### src/rtl/pipe_pkg.sv
// Shared pipeline encodings and sizing helpers for the RV32 5-stage core.
package pipe_pkg;

  localparam int unsigned REG_AW_DEFAULT = 5;

  typedef enum logic [1:0] {
    RES_ALU  = 2'b00,
    RES_LOAD = 2'b01,
    RES_PC4  = 2'b10
  } res_src_t;

  typedef enum logic [1:0] {
    FWD_RF = 2'b00,
    FWD_W  = 2'b01,
    FWD_M  = 2'b10
  } fwd_sel_t;

  // Counter width able to hold n-1, never narrower than one bit.
  function automatic int unsigned cnt_width(input int unsigned n);
    return (n <= 1) ? 1 : $clog2(n);
  endfunction

endpackage

### src/rtl/hazard_fwd_mux_sel.sv
// Per-operand forward select: M stage wins over W stage, x0 never forwards.
module hazard_fwd_mux_sel
  import pipe_pkg::*;
#(
  parameter int unsigned REG_AW = REG_AW_DEFAULT
) (
  input  logic [REG_AW-1:0] rs_e,
  input  logic [REG_AW-1:0] rd_m,
  input  logic [REG_AW-1:0] rd_w,
  input  logic              reg_write_m,
  input  logic              reg_write_w,
  output logic [1:0]        fwd_sel_c
);

  always_comb begin
    fwd_sel_c = FWD_RF;
    if (rs_e != '0) begin
      if (reg_write_m && (rs_e == rd_m)) begin
        fwd_sel_c = FWD_M;
      end else if (reg_write_w && (rs_e == rd_w)) begin
        fwd_sel_c = FWD_W;
      end
    end
  end

endmodule

### src/rtl/hazard_ctrl.sv
// Hazard controller: forwarding or interlock, load-use bubbles,
// multi-cycle execute stalls and taken-branch flushes.
module hazard_ctrl
  import pipe_pkg::*;
#(
  parameter int unsigned REG_AW       = REG_AW_DEFAULT,
  parameter bit          FWD_EN       = 1'b1,
  parameter int unsigned LOAD_USE_CYC = 1,
  parameter int unsigned MC_LATENCY   = 4
) (
  input  logic              clk,
  input  logic              rst_n,
  input  logic [REG_AW-1:0] rs1_d,
  input  logic [REG_AW-1:0] rs2_d,
  input  logic              use_rs1_d,
  input  logic              use_rs2_d,
  input  logic [REG_AW-1:0] rs1_e,
  input  logic [REG_AW-1:0] rs2_e,
  input  logic [REG_AW-1:0] rd_e,
  input  logic [REG_AW-1:0] rd_m,
  input  logic [REG_AW-1:0] rd_w,
  input  logic              reg_write_e,
  input  logic              reg_write_m,
  input  logic              reg_write_w,
  input  logic [1:0]        result_src_e,
  input  logic              mc_op_e,
  input  logic              br_taken_e,
  output logic [1:0]        fwd_a,
  output logic [1:0]        fwd_b,
  output logic              stall_f,
  output logic              stall_d,
  output logic              stall_e,
  output logic              flush_d,
  output logic              flush_e,
  output logic              flush_m,
  output logic              mc_busy
);

  localparam int unsigned    LU_W    = 3;
  localparam int unsigned    MC_W    = cnt_width(MC_LATENCY);
  localparam logic [LU_W-1:0] LU_LOAD = LU_W'(LOAD_USE_CYC - 1);
  localparam logic [MC_W-1:0] MC_LAST = MC_W'(MC_LATENCY - 1);

  logic [LU_W-1:0] lu_cnt_q, lu_cnt_d;
  logic [MC_W-1:0] mc_cnt_q, mc_cnt_d;
  logic [1:0]      fwd_a_sel, fwd_b_sel;
  logic            lw_hz, raw_hz, rs1_hit, rs2_hit;
  logic            stall_lu, stall_mc;

  hazard_fwd_mux_sel #(.REG_AW(REG_AW)) u_fwd_a (
    .rs_e        (rs1_e),
    .rd_m        (rd_m),
    .rd_w        (rd_w),
    .reg_write_m (reg_write_m),
    .reg_write_w (reg_write_w),
    .fwd_sel_c   (fwd_a_sel)
  );

  hazard_fwd_mux_sel #(.REG_AW(REG_AW)) u_fwd_b (
    .rs_e        (rs2_e),
    .rd_m        (rd_m),
    .rd_w        (rd_w),
    .reg_write_m (reg_write_m),
    .reg_write_w (reg_write_w),
    .fwd_sel_c   (fwd_b_sel)
  );

  // Interlock sources: W is safe because the register file writes before it is read.
  assign rs1_hit = use_rs1_d && (rs1_d != '0) &&
                   ((reg_write_e && (rs1_d == rd_e)) || (reg_write_m && (rs1_d == rd_m)));
  assign rs2_hit = use_rs2_d && (rs2_d != '0) &&
                   ((reg_write_e && (rs2_d == rd_e)) || (reg_write_m && (rs2_d == rd_m)));
  assign raw_hz  = !FWD_EN && (rs1_hit || rs2_hit);

  assign lw_hz = (result_src_e == RES_LOAD) && reg_write_e && (rd_e != '0) &&
                 ((use_rs1_d && (rs1_d == rd_e)) || (use_rs2_d && (rs2_d == rd_e)));

  assign stall_lu = lw_hz || (lu_cnt_q != '0);
  assign stall_mc = mc_op_e && (mc_cnt_q != MC_LAST);

  // Priority: multi-cycle stall, then taken branch, then data hazards.
  always_comb begin
    fwd_a    = FWD_RF;
    fwd_b    = FWD_RF;
    stall_f  = 1'b0;
    stall_d  = 1'b0;
    stall_e  = 1'b0;
    flush_d  = 1'b0;
    flush_e  = 1'b0;
    flush_m  = 1'b0;
    mc_busy  = 1'b0;
    lu_cnt_d = lu_cnt_q;
    mc_cnt_d = stall_mc ? (mc_cnt_q + MC_W'(1)) : '0;

    if (FWD_EN) begin
      fwd_a = fwd_a_sel;
      fwd_b = fwd_b_sel;
    end

    if (stall_mc) begin
      stall_f = 1'b1;
      stall_d = 1'b1;
      stall_e = 1'b1;
      flush_m = 1'b1;
      mc_busy = 1'b1;
    end else if (br_taken_e) begin
      flush_d  = 1'b1;
      flush_e  = 1'b1;
      lu_cnt_d = '0;
    end else begin
      if (lu_cnt_q != '0) begin
        lu_cnt_d = lu_cnt_q - LU_W'(1);
      end else if (lw_hz) begin
        lu_cnt_d = LU_LOAD;
      end
      if (stall_lu || raw_hz) begin
        stall_f = 1'b1;
        stall_d = 1'b1;
        flush_e = 1'b1;
      end
    end

    // Outputs are quiet for as long as reset is held.
    if (!rst_n) begin
      fwd_a   = FWD_RF;
      fwd_b   = FWD_RF;
      stall_f = 1'b0;
      stall_d = 1'b0;
      stall_e = 1'b0;
      flush_d = 1'b0;
      flush_e = 1'b0;
      flush_m = 1'b0;
      mc_busy = 1'b0;
    end
  end

  always_ff @(posedge clk or negedge rst_n) begin
    if (!rst_n) begin
      lu_cnt_q <= '0;
      mc_cnt_q <= '0;
    end else begin
      lu_cnt_q <= lu_cnt_d;
      mc_cnt_q <= mc_cnt_d;
    end
  end

endmodule
### config.mk
export PLATFORM = sky130hd
export DESIGN_NAME = hazard_ctrl
export DESIGN_NICKNAME = d
export VERILOG_FILES = /design/src/rtl/pipe_pkg.sv /design/src/rtl/hazard_fwd_mux_sel.sv /design/src/rtl/hazard_ctrl.sv
export SDC_FILE = /design/constraint.sdc
export NUM_CORES = 1
export LEC_CHECK = 0
export CAP_MARGIN = 20
export CORE_MARGIN = 3
export CORE_UTILIZATION = 38
export DETAILED_ROUTE_END_ITERATION = 12
export GPL_TIMING_DRIVEN = 0
export PLACE_DENSITY = 0.88
export REMOVE_ABC_BUFFERS = 1
export SYNTH_ARGS = -nofsm -noshare
export SYNTH_HDL_FRONTEND = slang
export SYNTH_SLANG_ARGS = --single-unit
export TNS_END_PERCENT = 5
### constraint.sdc
create_clock -name clk -period 2.85 [get_ports clk]
set_input_delay 0.7125 -clock clk [delete_from_list [all_inputs] [get_ports clk]]
set_output_delay 0.7125 -clock clk [all_outputs]
set_load 0.01 [all_outputs]
==> flow_summary.json, run 1 <==
{
  "status": "finished, final reports clean",
  "synth.yosys.warnings": 0,
  "cpPeakStageDelay_ns": 0.48,
  "num_vias": 1005,
  "dieArea_um2": 2730,
  "grt-ovfl-total": 0,
  "slowest_stage": "clkdlybuf4s50_1",
  "cts.clk_slew.worst_paths_ns": 0.04,
  "avgViaCountPerCell": 5.37,
  "synthesis.area_um2": 812,
  "ir_drop_uv": 147,
  "port_buffers": 56,
  "row_count": 16,
  "dp_hpwl_um": 2160,
  "synthFlopType": "dfrtp_1",
  "num_antenna_cells": 0,
  "min_path_type": "reg -> reg",
  "hold_start": "mc_cnt_q[0]$_DFF_PN0_",
  "required_ns": 2.14,
  "drc": 0,
  "synth_top_area_share_pct": 23.7,
  "slew_viol_final": 0,
  "fmax_mhz": 353,
  "ys_seq_area_share_pct": 15.4,
  "antenna_found_initial": 0,
  "reg2reg_to": "lu_cnt_q[1]$_DFFE_PN0P_",
  "die_h_um": 52.2,
  "ys_types": 36,
  "die_w_um": 52.2,
  "critPathTopFamily": "buffers and inverters",
  "power_density_nw_per_um2": 281,
  "hold_end": "mc_cnt_q[0]$_DFF_PN0_",
  "dr.pass1.iters": 4,
  "tns_ns": 0,
  "setup_viol": 0,
  "period_minus_slack_ns": 2.83,
  "r2r-start": "lu_cnt_q[0]$_DFFE_PN0P_",
  "finClkSkew_ns": 0.0103,
  "stdcell_area_um2": 1480,
  "netlist_instances": 100,
  "arrival_ns": 2.12,
  "numCtsBuffers": 3,
  "numClockSinks": 5,
  "grt_pass1_vias": 1063,
  "crit_path_start_kind": "input pin",
  "cts-root-buf": "clkbuf_4",
  "cp_num_buf_inv": 2,
  "placed_cell_area_um2": 1380,
  "cap_violations": 0,
  "maxSlewHeadroom_pct": 69.1,
  "routed_wl_um": 2650,
  "hold_violations": 0,
  "worstSetupStartpoint": "rs1_d[0]",
  "track_usage_pct": 20.9,
  "netlist_top_cells_area": "xnor2_1 24%, dfrtp_1 15%, xor2_1 8.6%, ha_1 4.6%, nor4_1 4.6%",
  "period_share_pct": 99.3,
  "start_util_pct": 40.6,
  "clk_latency_ns": 0.24,
  "drive_gt1_share_pct": 18.8,
  "cts_max_path_buffers": 2,
  "worst_r2r_path_depth": 7,
  "yosysTopAreaCell": "xnor2_1",
  "worst_slew_pin_slew_ns": 0.464,
  "finalNonFillerCells": 187,
  "grt_max_degree": 14,
  "synthArstFlopShare_pct": 100,
  "cts_tree": "built",
  "worstPathCellList": "clkdlybuf4s50_1, xnor2_1, nand2_1, o22a_2, o21ai_4, o211a_1, buf_2",
  "avgSynthCellArea_um2": 8.12,
  "drtIter0Drc": 11,
  "final_common_cell": "clkdlybuf4s50_1",
  "whs_path_depth": 1,
  "area_growth_pct": 81.8,
  "grt_pass1_wl_um": 4350,
  "r2r_setup_slack_ns": 1.12,
  "rsz0062_at_grt": "true",
  "ys_ff_latch": 5,
  "ios": 57,
  "layout_common_cells": "21 x clkdlybuf4s50_1, 18 x xnor2_1, 17 x dlygate4sd2_1, 9 x nand2_1, 9 x dlymetal6s2s_1",
  "synth-edff-count": 0,
  "p_leak_nw": 0.698,
  "end_kind": "primary output",
  "crit_type": "in -> out",
  "place_congestion": 0.818,
  "htreeDepth": 1,
  "core_um2": 2000,
  "wire_per_inst_um": 14.2,
  "nFillCells": 142,
  "cp_max_fo": 2,
  "ant_nets": 0,
  "dp_cells": 179,
  "nets": 210
}
## synthesized netlist by cell type (all sizes together) (3+ instances only)
cell / count
nor4: 6
xor2: 8
buf: 3
o21ai: 3
nand2: 9
a21oi: 3
nor2: 4
and3: 3
xnor2: 22
dfrtp: 5
ha: 3
nand4: 4
## power by group
group	leakage, nW	switching [mW]	internal, mW
clock	0.0150	0.0292	0.0529
combinational	0.616	0.106	0.128
sequential	0.0667	0.0165	0.0814
total	0.698	0.152	0.263
## worst max path at each step
stage	endpoint	slack (ns)	cells past startpoint
detailed placement	flush_e	-0.58	7
global placement	flush_e	-0.59	7
finish	flush_e	0.02	7
global route	fwd_a[0]	-0.06	6
CTS	fwd_b[1]	-0.06	5
floorplan	stall_d	0.51	5
## layer usage
metal,wire (µm),track usage (%),up-vias
li1,-,-,481
met1,969,22.6,470
met4,19,6.38,0
met2,1450,40.0,52
met3,210,4.56,2
met5,0,0,-
## registers in the layout, summed over array words and instances, names as in the netlist
name	flops
mc_cnt_q	2
lu_cnt_q	3
## metrics by stage
stage                     hold WS, ns  setup slack [ns]  total power, mW  utilization, %
after floorplan                 0.410             0.513            0.198               -
after global placement          0.421            -0.587            0.309            68.9
after detailed placement        0.431            -0.583            0.318            68.9
after CTS                       0.436           -0.0603            0.407            70.4
after global routing            0.468           -0.0612            0.446            73.8
final                           0.433            0.0193            0.415            73.8
## area by class of cell
cell class | instances | area, µm² | share of cell area [%]
Inverter | 2 | 7.51 | 0.508
Multi-Input combinational cell | 89 | 727 | 49.2
Timing Repair Buffer | 60 | 557 | 37.7
Clock buffer | 4 | 26.3 | 1.78
Tap cell | 27 | 33.8 | 2.29
Sequential cell | 5 | 125 | 8.47
## kinds of logic after synthesis
family / share of synthesized area (%)
AND/OR/NAND/NOR: 28.2
XOR/XNOR: 32.4
AO/OA/AOI/OAI: 14.0
buffers and inverters: 4.16
flip-flops: 15.4
adder cells (fa/ha/maj): 4.62
multiplexers: 1.23
## what timing repair did
| item | CTS | global route |
|---|---|---|
| setup buffers | 3 | 1 |
| resized for setup | 51 | 21 |
| pin swaps | 8 | 13 |
| hold buffers | 0 | 0 |
| setup endpoints to repair | 11 | 7 |
No activity file was read; power rests on OpenSTA's default activity.
==> inputs of run 2 (changes only) <==
CORE_UTILIZATION = 31   (was 38)
PLACE_DENSITY = 0.77   (was 0.88)
clock period = 2.35 ns   (was 2.85 ns; I/O delays follow)
==> flow_summary.json, run 2 (synthesis gave the netlist of run 1 again) <==
{
  "num_antenna_cells": 0,
  "cts_tree": "built",
  "crit_type": "in -> out",
  "dp_cells": 180,
  "dp_hpwl_um": 2370,
  "clkPwrFrac_pct": 20.1,
  "cp_max_fo": 2,
  "p_switching_mw": 0.192,
  "p_leak_nw": 0.675,
  "tns_ns": -0.390,
  "cts_max_path_buffers": 2,
  "required_ns": 1.76,
  "status": "complete, but fails checks",
  "ir_drop_uv": 342,
  "area_growth_pct": 84.0,
  "die_h_um": 57.2,
  "slew_viol_final": 0,
  "cts-root-buf": "clkbuf_4",
  "p_seq_share_pct": 23.2,
  "arrival_ns": 1.86,
  "grt_pass1_vias": 980,
  "track_usage_pct": 17.4,
  "row_count": 17,
  "rsz0062_at_grt": "true",
  "min_path_type": "in -> async",
  "port_buffers": 56,
  "drc": 0,
  "ant_nets": 0,
  "drive_gt1_share_pct": 27.3,
  "numCtsBuffers": 3,
  "num_vias": 957,
  "grt_max_degree": 14,
  "largest_reg_flops": 3,
  "finalNonFillerCells": 189,
  "finClkSkew_ns": 0.000405,
  "dr.pass1.iters": 4,
  "swShare_pct": 37.8,
  "cpPeakStageDelay_ns": 0.46,
  "period_share_pct": 104,
  "crit_path_start_kind": "input pin",
  "timing.final.ws_setup_ns": -0.0996,
  "antenna_found_initial": 0,
  "power_density_nw_per_um2": 339,
  "routed_wl_um": 2870,
  "place_congestion": 0.874,
  "cts.clk_slew.worst_paths_ns": 0.04,
  "ios": 57,
  "numClockSinks": 5,
  "dieArea_um2": 3270,
  "violations": "negative setup slack",
  "whs_ns": 0.361,
  "wire_per_inst_um": 15.2,
  "slowest_stage": "clkdlybuf4s50_1",
  "clk_latency_ns": 0.24,
  "period_minus_slack_ns": 2.45,
  "end_kind": "primary output",
  "regMostFlops": "lu_cnt_q",
  "reg_top3": "lu_cnt_q (3), mc_cnt_q (2)",
  "nets": 211,
  "p_comb_share_pct": 56.6,
  "core_um2": 2340,
  "die_w_um": 57.2,
  "htreeDepth": 1,
  "drtIter0Drc": 19,
  "hold_violations": 0,
  "cap_violations": 0,
  "layout_common_cells": "25 x dlygate4sd2_1, 18 x xnor2_1, 9 x nand2_1, 9 x clkdlybuf4s50_1",
  "start_util_pct": 34.7,
  "grt_pass1_wl_um": 4530,
  "p_int_mw": 0.315,
  "worst_slew_pin_slew_ns": 0.447,
  "avgViaCountPerCell": 5.06,
  "worstPathCellList": "clkdlybuf4s50_1, nand2_1, a211o_1, o21ai_4, o211a_1, buf_2",
  "maxSlewHeadroom_pct": 70.2,
  "nFillCells": 208,
  "grt-ovfl-total": 0,
  "final_common_cell": "dlygate4sd2_1",
  "fmax_mhz": 408,
  "setup_viol": 5
}
==> run 2: changes by cell type in the layout (fill, tap and decap cells not counted), moves of 2 or more <==
| cell | delta |
|---|---|
| clkdlybuf4s50_1 | -12 |
| nor4_1 | -2 |
| or4_1 | -2 |
| clkdlybuf4s15_1 | +4 |
| clkdlybuf4s15_2 | +6 |
| nor4_2 | +2 |
| dlymetal6s2s_1 | -7 |
| or4_4 | +2 |
| dlygate4sd2_1 | +8 |
==> run 2: critical path: cells and delay by family <==
kind | cells | cell delay, ns
buffers and inverters | 2 | 0.58
and+or+nand+nor | 1 | 0.07
AOI/OAI and AO/OA | 3 | 0.61
==> run 2: final cells by class <==
| class | instances | area (µm²) | area share (%) |
|---|---|---|---|
| clock buffers | 4 | 26.3 | 1.76 |
| inverters | 2 | 7.51 | 0.503 |
| multi-input cells | 89 | 761 | 50.9 |
| flip-flops and latches | 5 | 125 | 8.38 |
| well taps | 28 | 35.0 | 2.35 |
| repair buffers | 61 | 539 | 36.1 |
==> run 2: final timing paths <==
kind	startpoint	end	slack, ns	cells after the start
min in group clk	mc_cnt_q[0]$_DFF_PN0_	mc_cnt_q[0]$_DFF_PN0_	0.44	1
max	reg_write_e	flush_e	-0.1	6
max reg2reg	lu_cnt_q[0]$_DFFE_PN0P_	lu_cnt_q[1]$_DFFE_PN0P_	0.64	6
max in group asynchronous	rst_n	lu_cnt_q[1]$_DFFE_PN0P_	1.68	1
min reg2reg	mc_cnt_q[0]$_DFF_PN0_	mc_cnt_q[0]$_DFF_PN0_	0.44	1
min	rst_n	mc_cnt_q[1]$_DFF_PN0_	0.36	1
==> run 2: per-layer routing <==
layer	global-route usage (%)	part of all wire [%]
met1	21.1	39
met2	32.1	55
met4	0.993	0.66
met5	0	0
met3	4.30	4.6
==> run 2: timing repair <==
action,in CTS,in global routing
gates resized for setup,96,13
setup buffers,4,1
pin swaps,26,6
hold buffers,0,0
setup endpoints to repair,11,9
==> run 2: power groups by stage <==
stage	Clock [mW]	Combinational [mW]	Sequential, mW
6_report	0.102	0.287	0.118
5_1_grt	0.112	0.311	0.121
4_1_cts	0.104	0.274	0.118
3_5_place_dp	0	0.266	0.119
3_3_place_gp	0	0.260	0.117
2_1_floorplan	0	0.126	0.114
==> run 2: metrics by stage <==
| step | total power [mW] | setup slack (ns) | cell area [µm²] | util, % |
|---|---|---|---|---|
| detailed placement | 0.385 | -0.849 | 1380 | 59.0 |
| floorplan | 0.240 | 0.263 | 786 | - |
| global route | 0.544 | -0.167 | 1490 | 63.9 |
| finish | 0.507 | -0.0996 | 1490 | 63.9 |
| CTS | 0.496 | -0.178 | 1450 | 61.9 |
| global placement | 0.377 | -0.815 | 1380 | 59.0 |
